$ cat src/rtl/btn_conditioner.sv
// Push-button front end: per channel a 2-flop synchroniser, counter debouncer,
// registered press/release pulses and an optional auto-repeat generator.
module btn_conditioner #(
  parameter int                 N_BTN        = 5,
  parameter int                 DB_CYCLES    = 1_000_000,
  parameter int                 REPEAT_DELAY = 50_000_000,
  parameter int                 REPEAT_RATE  = 10_000_000,
  parameter logic [N_BTN-1:0]   REPEAT_MASK  = 5'b11110,
  parameter int                 CNT_W        = 26
) (
  input  logic             ClkPort,
  input  logic             Reset_n,
  input  logic [N_BTN-1:0] btn_raw,
  output logic [N_BTN-1:0] btn_level,
  output logic [N_BTN-1:0] btn_press,
  output logic [N_BTN-1:0] btn_release,
  output logic [N_BTN-1:0] btn_repeat
);

  localparam logic [CNT_W-1:0] DB_LAST    = CNT_W'(DB_CYCLES - 1);
  localparam logic [CNT_W-1:0] DELAY_LAST = CNT_W'(REPEAT_DELAY - 1);
  localparam logic [CNT_W-1:0] RATE_LAST  = CNT_W'(REPEAT_RATE - 1);
  localparam logic [CNT_W-1:0] CNT_ONE    = CNT_W'(1);

  typedef enum logic [1:0] {REL, DELAY, RPT} rptState_t;

  logic [N_BTN-1:0] syncMeta;
  logic [N_BTN-1:0] syncOut;
  logic [N_BTN-1:0] stableLevel;
  logic [N_BTN-1:0] dbDone;
  logic [N_BTN-1:0] acceptPress;
  logic [N_BTN-1:0] acceptRelease;
  logic [N_BTN-1:0] repeatNext;
  logic [CNT_W-1:0] dcnt     [N_BTN];
  logic [CNT_W-1:0] rcnt     [N_BTN];
  logic [CNT_W-1:0] rcntNext [N_BTN];
  rptState_t        state     [N_BTN];
  rptState_t        stateNext [N_BTN];

  always_ff @(posedge ClkPort or negedge Reset_n) begin
    if (!Reset_n) begin
      syncMeta <= '0;
      syncOut  <= '0;
    end else begin
      syncMeta <= btn_raw;
      syncOut  <= syncMeta;
    end
  end

  // A change is accepted on the edge where the disagreeing run reaches DB_CYCLES.
  always_comb begin
    for (int i = 0; i < N_BTN; i++) begin
      dbDone[i] = (syncOut[i] != stableLevel[i]) && (dcnt[i] == DB_LAST);
    end
  end

  assign acceptPress   = dbDone & syncOut;
  assign acceptRelease = dbDone & ~syncOut;
  assign btn_level     = stableLevel;

  always_ff @(posedge ClkPort or negedge Reset_n) begin
    if (!Reset_n) begin
      stableLevel <= '0;
      btn_press   <= '0;
      btn_release <= '0;
      for (int i = 0; i < N_BTN; i++) begin
        dcnt[i] <= '0;
      end
    end else begin
      btn_press   <= acceptPress;
      btn_release <= acceptRelease;
      for (int i = 0; i < N_BTN; i++) begin
        if (syncOut[i] == stableLevel[i]) begin
          dcnt[i] <= '0;
        end else if (dbDone[i]) begin
          stableLevel[i] <= syncOut[i];
          dcnt[i]        <= '0;
        end else begin
          dcnt[i] <= dcnt[i] + CNT_ONE;
        end
      end
    end
  end

  always_ff @(posedge ClkPort or negedge Reset_n) begin
    if (!Reset_n) begin
      btn_repeat <= '0;
      for (int i = 0; i < N_BTN; i++) begin
        state[i] <= REL;
        rcnt[i]  <= '0;
      end
    end else begin
      btn_repeat <= repeatNext;
      for (int i = 0; i < N_BTN; i++) begin
        state[i] <= stateNext[i];
        rcnt[i]  <= rcntNext[i];
      end
    end
  end

  // Masked channels park in DELAY with the counter frozen until release.
  always_comb begin
    for (int i = 0; i < N_BTN; i++) begin
      stateNext[i] = state[i];
      rcntNext[i]  = rcnt[i];
      if (acceptRelease[i]) begin
        stateNext[i] = REL;
        rcntNext[i]  = '0;
      end else begin
        case (state[i])
          REL: begin
            if (acceptPress[i]) begin
              stateNext[i] = DELAY;
              rcntNext[i]  = '0;
            end
          end
          DELAY: begin
            if (REPEAT_MASK[i]) begin
              if (rcnt[i] == DELAY_LAST) begin
                stateNext[i] = RPT;
                rcntNext[i]  = '0;
              end else begin
                rcntNext[i] = rcnt[i] + CNT_ONE;
              end
            end
          end
          RPT: begin
            if (rcnt[i] == RATE_LAST) begin
              rcntNext[i] = '0;
            end else begin
              rcntNext[i] = rcnt[i] + CNT_ONE;
            end
          end
          default: begin
            stateNext[i] = REL;
            rcntNext[i]  = '0;
          end
        endcase
      end
    end
  end

  // Release suppresses any repeat pulse falling in the same cycle.
  always_comb begin
    for (int i = 0; i < N_BTN; i++) begin
      repeatNext[i] = 1'b0;
      if (!acceptRelease[i]) begin
        case (state[i])
          REL:     repeatNext[i] = acceptPress[i];
          DELAY:   repeatNext[i] = REPEAT_MASK[i] && (rcnt[i] == DELAY_LAST);
          RPT:     repeatNext[i] = (rcnt[i] == RATE_LAST);
          default: repeatNext[i] = 1'b0;
        endcase
      end
    end
  end

endmodule

$ cat config.mk
export PLATFORM = sky130hd
export DESIGN_NAME = btn_conditioner
export DESIGN_NICKNAME = d
export VERILOG_FILES = /design/src/rtl/btn_conditioner.sv
export SDC_FILE = /design/constraint.sdc
export NUM_CORES = 1
export LEC_CHECK = 0
export ABC_AREA = 0
export ABC_CLOCK_PERIOD_IN_PS = 3600
export CORE_AREA = 2 2 221 114
export CTS_BUF_LIST = sky130_fd_sc_hd__clkbuf_8
export DETAILED_ROUTE_END_ITERATION = 12
export DIE_AREA = 0 0 223 116
export PLACE_DENSITY = 0.77
export SLEW_MARGIN = 20
export SYNTH_ARGS = -nofsm -noshare
export SYNTH_HDL_FRONTEND = slang
export SYNTH_SLANG_ARGS = --single-unit
$ cat constraint.sdc
create_clock -name ClkPort -period 3.6 [get_ports ClkPort]
set_clock_uncertainty 0.2 [all_clocks]
set_input_delay 0.72 -clock ClkPort [delete_from_list [all_inputs] [get_ports ClkPort]]
set_output_delay 0.72 -clock ClkPort [all_outputs]
set_load 0.03 [all_outputs]
### Word-level counts from Yosys, hierarchy flattened

Index checks and enable logic that the tools add are counted.

| cells by class | value |
|---|---|
| mux-type cells | 63 |
| reduce and logical (&&, ||, !) cells | 22 |
| bitwise gates (word level) | 8 |
| equal/unequal tests | 49 |
| $add $sub $neg | 10 |

Operators by type and width:

| kind | number |
|---|---|
| $mux 26 | 29 |
| $pmux 26 s3 | 5 |
| $add 26x1->26 const B | 10 |
| $eq 26x20->1 const B | 5 |
| $eq 26x24->1 const B | 5 |
| $eq 26x26->1 const B | 4 |
| $mux 2 | 14 |
| $ne 3x3->1 const B | 9 |
| $pmux 2 s3 | 4 |
| $reduce_and 2->1 | 7 |
| $pmux 1 s3 | 4 |
| $reduce_and 3->1 | 4 |
| $and 5x5->5 | 2 |
| $eq 2x1->1 const B | 5 |
| $eq 2x2->1 const B | 5 |
| $logic_not 2->1 | 5 |
| $ne 2x2->1 const B | 5 |
| $eq 1x1->1 | 5 |
| $logic_and 1x1->1 | 5 |
| $mux 1 | 5 |
| $ne 1x1->1 | 5 |
| $not 1->1 | 5 |
| $not 5->5 | 1 |
| $pmux 2 s2 | 1 |
| other kinds (3) | 3 |

| storage, ports and cells | value |
|---|---|
| bits of input ports | 7 |
| logic and storage cells | 177 |
| flip-flop bits (word level) | 300 |
| output and inout bits | 20 |

### Depth between registers and ports, before layout

Gate-level depths: netlist of run 1.

| logic depth | value |
|---|---|
| depth in word-level cells | 6 |
| depth in mapped cells | 9 |
| gate-level depth less buffers | 7 |

### Worst setup path before layout of run 1

Ideal clock, no wire load.

| timing | value |
|---|---|
| kind | register to register |
| from | reg rcnt[48] in the netlist's numbering |
| to | reg rcnt[31] in the netlist's numbering |
| setup time | 0.128 ns |
| path buffers | 1 |
| required time | 3.272 ns |
| data arrival time | 2.235 ns |
| slack | 1.037 ns |
| period minus slack after synthesis | 2.563 ns |
| cell stages (with the launch flop) | 8 |
| path through | dfrtp_1 -> or4b_1 -> or4_1 -> o21ai_1 -> a21oi_1 -> buf_2 -> a31oi_1 -> o31ai_1 |

| between the ends | value |
|---|---|
| longest elaborated chain between the ends | 4 |
| elaborated cells on any way between the ends | 6 |
| classes of those cells | eq/ne: 2; mux: 4 |

Ends and longest elaborated chain:

| what | line | RTL |
|---|---|---|
| from (decl) | 35 | `logic [CNT_W-1:0] rcnt [N_BTN];` |
| from (signal, indexed assignment) | 96 | `rcnt[i] <= rcntNext[i];` |
| $eq 26x24->1 / $eq 26x26->1 (equally long branches) | 128, 119 |  |
| $mux 26 (on tied branches) | 128, 119 |  |
| $pmux 26 s3 * | 110 | `case (state[i])` |
| $mux 26 * | 106 | `if (acceptRelease[i]) begin` |

Mark *: on every way between the ends. The rest lies on a longest branch, timed or not.
A chain may end at the register's enable or synchronous reset.

### Final worst setup path of run 1

| timing | value |
|---|---|
| from | reg dcnt[52] in the netlist's numbering |
| to | reg rcnt[57] in the netlist's numbering |

| between the ends | value |
|---|---|
| longest elaborated chain between the ends | 4 |
| elaborated cells on any way between the ends | 6 |
| classes of those cells | eq/ne: 2; mux: 1; bitwise: 2; reduce/logical: 1 |

Ends and longest elaborated chain:

| what | line | RTL |
|---|---|---|
| from (decl) | 34 | `logic [CNT_W-1:0] dcnt [N_BTN];` |
| from (signal, indexed assignment) | 79 | `dcnt[i] <= dcnt[i] + CNT_ONE;` |
| $eq 26x20->1 * | 53 | `dbDone[i] = (syncOut[i] != stableLevel[i]) && (dcnt[i] == DB_LAST);` |
| $logic_and 1x1->1 * | 53 |  |
| $and 5x5->5 (on tied branches) | 57, 58 |  |
| $ne 3x3->1 (no line) / $mux 26 (equally long branches) | -- |  |

Marked as above.

==> summary.txt, run 1 <==
Pwr
  – Seq pwr share: 0.533
  – Total power: 5.82 mW
  – Switch share: 0.228
  – Sw Pwr: 1.33 mW
  – Clock power frac: 0.444
  – VDD IR max: 0.274 mV
  – Combinational Power Share: 0.022
  – Pint: 4.49 mW
  – PwrDens: 371 nW/um2
  – Leak Pwr: 6.52 nW

Cells and area
  – P&R area growth vs syn: 10.3%
  – Multi-input logic area: 7050 um2
  – Fraction of layout cells with a size suffix above 1: 0.0607
  – Register Area: 6830 um2
  – Fin nets: 1607
  – FILL cells: 1890
  – N_diodes: 0
  – Design area: 15700 um2

Detailed routing
  – Initial DRC Count: 899
  – Routed len/inst: 15.6 um
  – Vias: 11599
  – Routed Antenna Nets: 0
  – Vias per cell: 6.07
  – DRC errors left: 0
  – DR pass1 iterations: 5
  – Drt total wl: 29900 um

CTS
  – CTS root buf: clkbuf_8
  – # Post-CTS Setup Buffers: 0
  – Clk_lat worst skew: 0.56 ns
  – Clock buffer depth: 3
  – # clock sinks: 273
  – Register clock-pin slew on the reported worst setup and hold paths: 0.06 ns
  – CTS tree: built
  – H-tree depth: 2
  – Num CTS Buffers: 41
  – Post-CTS sizing: 0
  – # hold bufs at CTS: 1

Logic synthesis
  – Yosys top cell area share: 0.480
  – Avg Synthesized Cell Area: 9.29 um2
  – Count leader, synth: dfrtp_1
  – Mapped cell area: 14200 um2
  – Register area share after synthesis: 0.480
  – Synth Register Bits: 273
  – Syn nets: 1571
  – Main synth FF type: dfrtp_1
  – Post-synth EDFFs: 0
  – Yosys warns: 0
  – Commonest cells post-synth: dfrtp_1 (273), nor2_1 (181), nand2_1 (156), nand3_1 (143), xor2_1 (72)
  – Leading area contributor after synthesis: dfrtp_1
  – Syn Inst Count: 1531
  – Async set or reset register ratio after synthesis: 1.00
  – Top post-synthesis cells by area: dfrtp_1 (48%), nand3_1 (5.0%), nor2_1 (4.8%)
  – Netlist cell types: 56

Critical path
  – Worst setup path end: rcnt[57]$_DFFE_PN0P_
  – WP depth: 6
  – RR Endpoint: rcnt[57]$_DFFE_PN0P_
  – Worst R2R Start: dcnt[52]$_DFF_PN0_
  – CP Cell Sequence: ha_1 -> and3_1 -> nand3_1 -> o41ai_1 -> a211o_1 -> o311ai_0
  – Worst path max stage delay: 0.72 ns
  – Critical Path End Type: flop
  – Crit Path Class: reg -> reg
  – Worst Setup SP: dcnt[52]$_DFF_PN0_
  – Worst EP required: 3.78 ns
  – Worst R2R Path Depth: 6
  – Slowest library cell on the worst path: o41ai_1
  – CP arrival: 3.27 ns
  – CP top delay family: compound AO/OA/AOI/OAI gates
  – Critical Path Fanout Max: 22
  – Buf/Inv on CP: 0
  – Worst reg-to-reg setup slack: 0.50 ns
  – Critical Path Source Type: flop

Die
  – Ports: 27
  – Die height: 116 um
  – Die Area: 25900 um2
  – Site Rows: 40
  – Die Span X: 223 um
  – CORE AREA: 23800 um2
  – Starting density of the core: 0.598

Global route
  – Remaining Overflow, GRT: 0
  – Pin count of the biggest net entering global routing: 86
  – Vias in the first global route: 11323
  – Antenna violations before repair: 0
  – First-pass GRT wire length: 52600 um
  – GRT Resource Usage Total: 0.242

Timing
  – Tmin final: 3.10 ns
  – Hold Vio Cnt, Final: 0
  – Slew Viols, Final: 0
  – Fmax: 323 MHz
  – Slew HR: 0.416
  – Worst-Margin Slew: 0.867 ns
  – Unrepaired setup endpoints after global routing: no
  – Tcrit/Tclk final: 0.860
  – Hold Slack: 0.151 ns
  – Setup-failing EPs final: 0
  – Setup_tns: 0 ns

Status
  – Status: completed

Placement
  – Port buffer count: 26
  – Final GP Congestion: 0.863
  – Hpwl dp: 20000 um
  – Post-DP Area: 14800 um2

Job
  – Max capacitance violation total: 0

Hold path
  – Worst Hold Class: reg -> reg
  – WHS Path Cells: 0
==> per-layer routing <==
metal	GRT usage	wire [um]	up-vias
met2	0.415	14300	260
met1	0.323	13800	5697
met3	0.0426	1370	42
li1	-	-	5600
met5	0	0	-
met4	0.0667	393	0
==> cells in the final DEF (no fill, tap or decap), types with 11 or more instances in the layout <==
master           instances
clkdlybuf4s50_1         25
or3_1                   36
xnor2_1                 61
ha_1                    33
buf_4                   14
and3_1                  44
inv_1                   56
nor3b_1                 11
nor4_1                  36
a21o_1                  14
and4_1                  19
dfrtp_1                273
nor3_1                  48
and2_1                  13
nand3_1                143
a21oi_1                 34
o21ai_0                 47
xor2_1                  72
nor2_1                 181
nand2_1                156
o311ai_0                28
nand4_1                 66
clkbuf_8                52
==> area by class of cell <==
| type | instances | area share |
|---|---|---|
| repair buffers | 43 | 0.0268 |
| clock inverters | 21 | 0.00734 |
| inverters | 42 | 0.0101 |
| flip-flops and latches | 273 | 0.436 |
| well taps | 315 | 0.0251 |
| clock buffers | 52 | 0.0456 |
| multi-input cells | 1166 | 0.450 |
==> state kept, by name, indices dropped and copies added, names as in the netlist <==
name         flops
btn_press        5
state            9
btn_release      5
btn_repeat       5
syncOut          5
btn_level        5
dcnt           130
syncMeta         5
rcnt           104
==> worst min path at each step <==
stage	endpoint	slack (ns)	start
after floorplan	syncOut[0]$_DFF_PN0_	0.13	syncMeta[0]$_DFF_PN0_
after detailed placement	syncOut[3]$_DFF_PN0_	0.14	syncMeta[3]$_DFF_PN0_
after CTS	syncOut[2]$_DFF_PN0_	0.15	syncMeta[2]$_DFF_PN0_
after global placement	syncOut[3]$_DFF_PN0_	0.13	syncMeta[3]$_DFF_PN0_
after global routing	syncOut[3]$_DFF_PN0_	0.16	syncMeta[3]$_DFF_PN0_
final	syncOut[0]$_DFF_PN0_	0.15	syncMeta[0]$_DFF_PN0_
==> cells by family (layout without fill, tap and decap cells) <==
logic type,count (synthesis),in the layout,synth area share
buffers and inverters,92,158,0.0249
AO/OA/AOI/OAI,190,190,0.0910
adder cells (fa/ha/maj),33,33,0.0290
multiplexers,5,5,0.00387
XOR/XNOR,133,133,0.0819
AND/OR/NAND/NOR,805,805,0.289
flip-flops,273,273,0.480
==> power groups by stage <==
stage	combinational (mW)	sequential [mW]	clock, mW
final	0.129	3.10	2.59
after global routing	0.154	3.10	2.80
after CTS	0.136	3.10	2.64
after detailed placement	0.135	3.16	0
after global placement	0.128	3.16	0
after floorplan	0.0452	3.16	0
==> per-stage QoR <==
stage          utilization  setup slack (ns)  std cells
2_1_floorplan            -              1.04       1531
3_3_place_gp         0.624             0.738       1838
3_5_place_dp         0.624             0.525       1838
4_1_cts              0.660             0.529       1912
5_1_grt              0.660             0.290       1912
6_report             0.660             0.504       1912
==> worst register-to-register path, delay by kind of cell (launching register included) <==
family / cells / cell delay (ns)
flip-flops: 1 / 0.39
adder cells (fa/ha/maj): 1 / 0.20
AND/OR/NAND/NOR: 2 / 0.52
AO/OA/AOI/OAI: 3 / 1.61
Power figures use the tool's default switching activity.
==> run 2, diff against run 1 <==
--- a/config.mk
+++ b/config.mk
@@ -11,7 +11,8 @@
 export CTS_BUF_LIST = sky130_fd_sc_hd__clkbuf_8
 export DETAILED_ROUTE_END_ITERATION = 12
 export DIE_AREA = 0 0 223 116
-export PLACE_DENSITY = 0.77
+export PLACE_DENSITY = 0.88
+export RECOVER_POWER = 100
 export SLEW_MARGIN = 20
 export SYNTH_ARGS = -nofsm -noshare
 export SYNTH_HDL_FRONTEND = slang
==> run 2 against run 1 <==
  * Routed wire length decreased by 0.83%
  * Largest cell class unchanged
  * Cell area decreased by 0.47%
  * Utilization decreased by 0.31 points
  * The run now ends with capacitance limit, slew limit left
  * Critical endpoint is now rcnt[63]$_DFFE_PN0P_
==> summary.txt, run 2 (synthesized netlist as in run 1, its figures left out) <==
Status
  – Status: finished with violations (was completed)
  – Failing checks: capacitance limit, slew limit

Critical path
  – Critical Path End Type: flop (unchanged)
  – Worst EP required: 3.86 ns (was 3.78 ns)
  – Worst Setup SP: dcnt[52]$_DFF_PN0_ (unchanged)
  – Crit Path Class: reg -> reg (unchanged)
  – Critical Path Source Type: flop (unchanged)
  – Critical Path Fanout Max: 22 (unchanged)
  – Worst R2R Start: dcnt[52]$_DFF_PN0_ (unchanged)
  – CP arrival: 3.44 ns (was 3.27 ns)

Global route
  – Antenna violations before repair: 0 (unchanged)
  – First-pass GRT wire length: 51300 um (was 52600 um)
  – Pin count of the biggest net entering global routing: 111 (was 86)
  – GRT Resource Usage Total: 0.235 (was 0.242)
  – Vias in the first global route: 11307 (was 11323)
  – Remaining Overflow, GRT: 0 (unchanged)

Cells and area
  – FILL cells: 1744 (was 1890)
  – Design area: 15600 um2 (was 15700 um2)
  – Biggest regs: dcnt x130, rcnt x104, state x9 (unchanged)
  – Fraction of layout cells with a size suffix above 1: 0.0614 (was 0.0607)
  – Fin nets: 1607 (unchanged)
  – Commonest non-fill, non-tap cell in the layout: dfrtp_1 (unchanged)
  – Most frequent cells in the layout: dfrtp_1 (273), nor2_1 (181), nand2_1 (156) (unchanged)
  – Fin util: 0.657 (was 0.660)
  – Reg with most FFs: dcnt (unchanged)
  – N_diodes: 0 (unchanged)
  – Layout Cells excl Fill: 1910 (was 1912)
  – P&R area growth vs syn: 9.75% (was 10.3%)
  – Largest register FFs: 130 (unchanged)

Placement
  – Hpwl dp: 19800 um (was 20000 um)
  – Post-placement cell count: 1840 (was 1838)
  – Post-DP Area: 14900 um2 (was 14800 um2)
  – Final GP Congestion: 0.911 (was 0.863)
  – Pre-CTS WS: 0.462 ns (was 0.525 ns)
  – Port buffer count: 26 (unchanged)

CTS
  – Num CTS Buffers: 40 (was 41)
  – Register clock-pin slew on the reported worst setup and hold paths: 0.07 ns (was 0.06 ns)
  – Clock buffer depth: 3 (unchanged)
  – CTS tree: built (unchanged)
  – CTS root buf: clkbuf_8 (unchanged)
  – H-tree depth: 2 (unchanged)
  – Clk_lat worst skew: 0.57 ns (was 0.56 ns)
  – # clock sinks: 273 (unchanged)
  – Post-CTS sizing: 0 (unchanged)
  – # hold bufs at CTS: 0 (was 1)
  – # Post-CTS Setup Buffers: 0 (unchanged)

Die
  – CORE AREA: 23800 um2 (unchanged)
  – Die Area: 25900 um2 (unchanged)
  – Die height: 116 um (unchanged)
  – Starting density of the core: 0.598 (unchanged)
  – Die Span X: 223 um (unchanged)
  – Site Rows: 40 (unchanged)
  – Ports: 27 (unchanged)

Timing
  – Hold Vio Cnt, Final: 0 (unchanged)
  – Setup WS post-layout: 0.426 ns (was 0.504 ns)
  – Setup-failing EPs final: 0 (unchanged)
  – Slew Viols, Final: 110 (was 0)
  – Fmax: 315 MHz (was 323 MHz)
  – Setup_tns: 0 ns (unchanged)
  – Tmin final: 3.17 ns (was 3.10 ns)
  – Unrepaired setup endpoints after global routing: no (unchanged)
  – Tcrit/Tclk final: 0.882 (was 0.860)
  – Hold Slack: 0.151 ns (about the same)
  – Slew HR: -0.864 (was 0.416)
  – Worst-Margin Slew: 2.80 ns (was 0.867 ns)

Pwr
  – Leak Pwr: 6.54 nW (was 6.52 nW)
  – Total power: 5.75 mW (was 5.82 mW)
  – VDD IR max: 0.247 mV (was 0.274 mV)
  – PwrDens: 368 nW/um2 (was 371 nW/um2)

Hold path
  – Worst Hold Class: reg -> reg (unchanged)
  – Hold wc startpoint: syncMeta[2]$_DFF_PN0_ (was syncMeta[0]$_DFF_PN0_)

Detailed routing
  – DRC errors left: 0 (unchanged)
  – Vias per cell: 6.15 (was 6.07)
  – Initial DRC Count: 1037 (was 899)
  – Drt total wl: 29600 um (was 29900 um)
  – DR pass1 iterations: 5 (unchanged)
  – Vias: 11753 (was 11599)
  – Routed len/inst: 15.5 um (was 15.6 um)
  – Routed Antenna Nets: 0 (unchanged)

Job
  – Max capacitance violation total: 1 (was 0)
[run 2: cell count changes in the layout (fill, tap and decap cells not counted), moves of 7 or more]
cell,delta
clkdlybuf4s50_1,-25
dlygate4sd3_1,+24
inv_1,-7
o311ai_0,+7
o311ai_1,-7
[run 2: power by group]
group,total [mW],switching (mW),internal (mW)
sequential,3.10,0.0172,3.09
clock,2.52,1.21,1.31
combinational,0.127,0.0982,0.0288
[run 2: final timing paths]
path                       depth (start not counted)               endpoint  slack (ns)
max in group asynchronous                          2   rcnt[13]$_DFFE_PN0P_        0.66
max                                                8   rcnt[63]$_DFFE_PN0P_        0.43
min reg2reg                                        0   syncOut[2]$_DFF_PN0_        0.15
min                                                0   syncOut[2]$_DFF_PN0_        0.15
max reg2reg                                        8   rcnt[63]$_DFFE_PN0P_        0.43
min in group asynchronous                          1  rcnt[103]$_DFFE_PN0P_        0.81
[run 2: metal layers]
layer,vias up,GRT usage,wire length (um),part of all wire
li1,5604,-,-,-
met5,-,0,0,0
met3,67,0.0449,1590,0.054
met4,0,0.0859,590,0.020
met1,5698,0.304,13100,0.44
met2,384,0.403,14300,0.48
[run 2: critical path, cell delays in order, from the launching register on]
cell     delay [ns]
dfrtp_1        0.39
ha_1           0.20
and3_1         0.21
nand3_1        0.32
o41a_1         0.51
buf_4          0.21
a211o_1        0.52
or3_1          0.43
o21ai_0        0.09
[run 2: layout make-up]
cell class	instances	area, um2	area share
sequential	273	6830	0.438
clock inverter	21	128	0.00817
inverter	42	158	0.0101
tap	315	394	0.0252
timing repair buffer	44	375	0.0240
clock buffer	49	674	0.0432
multi-input combinational	1166	7050	0.452
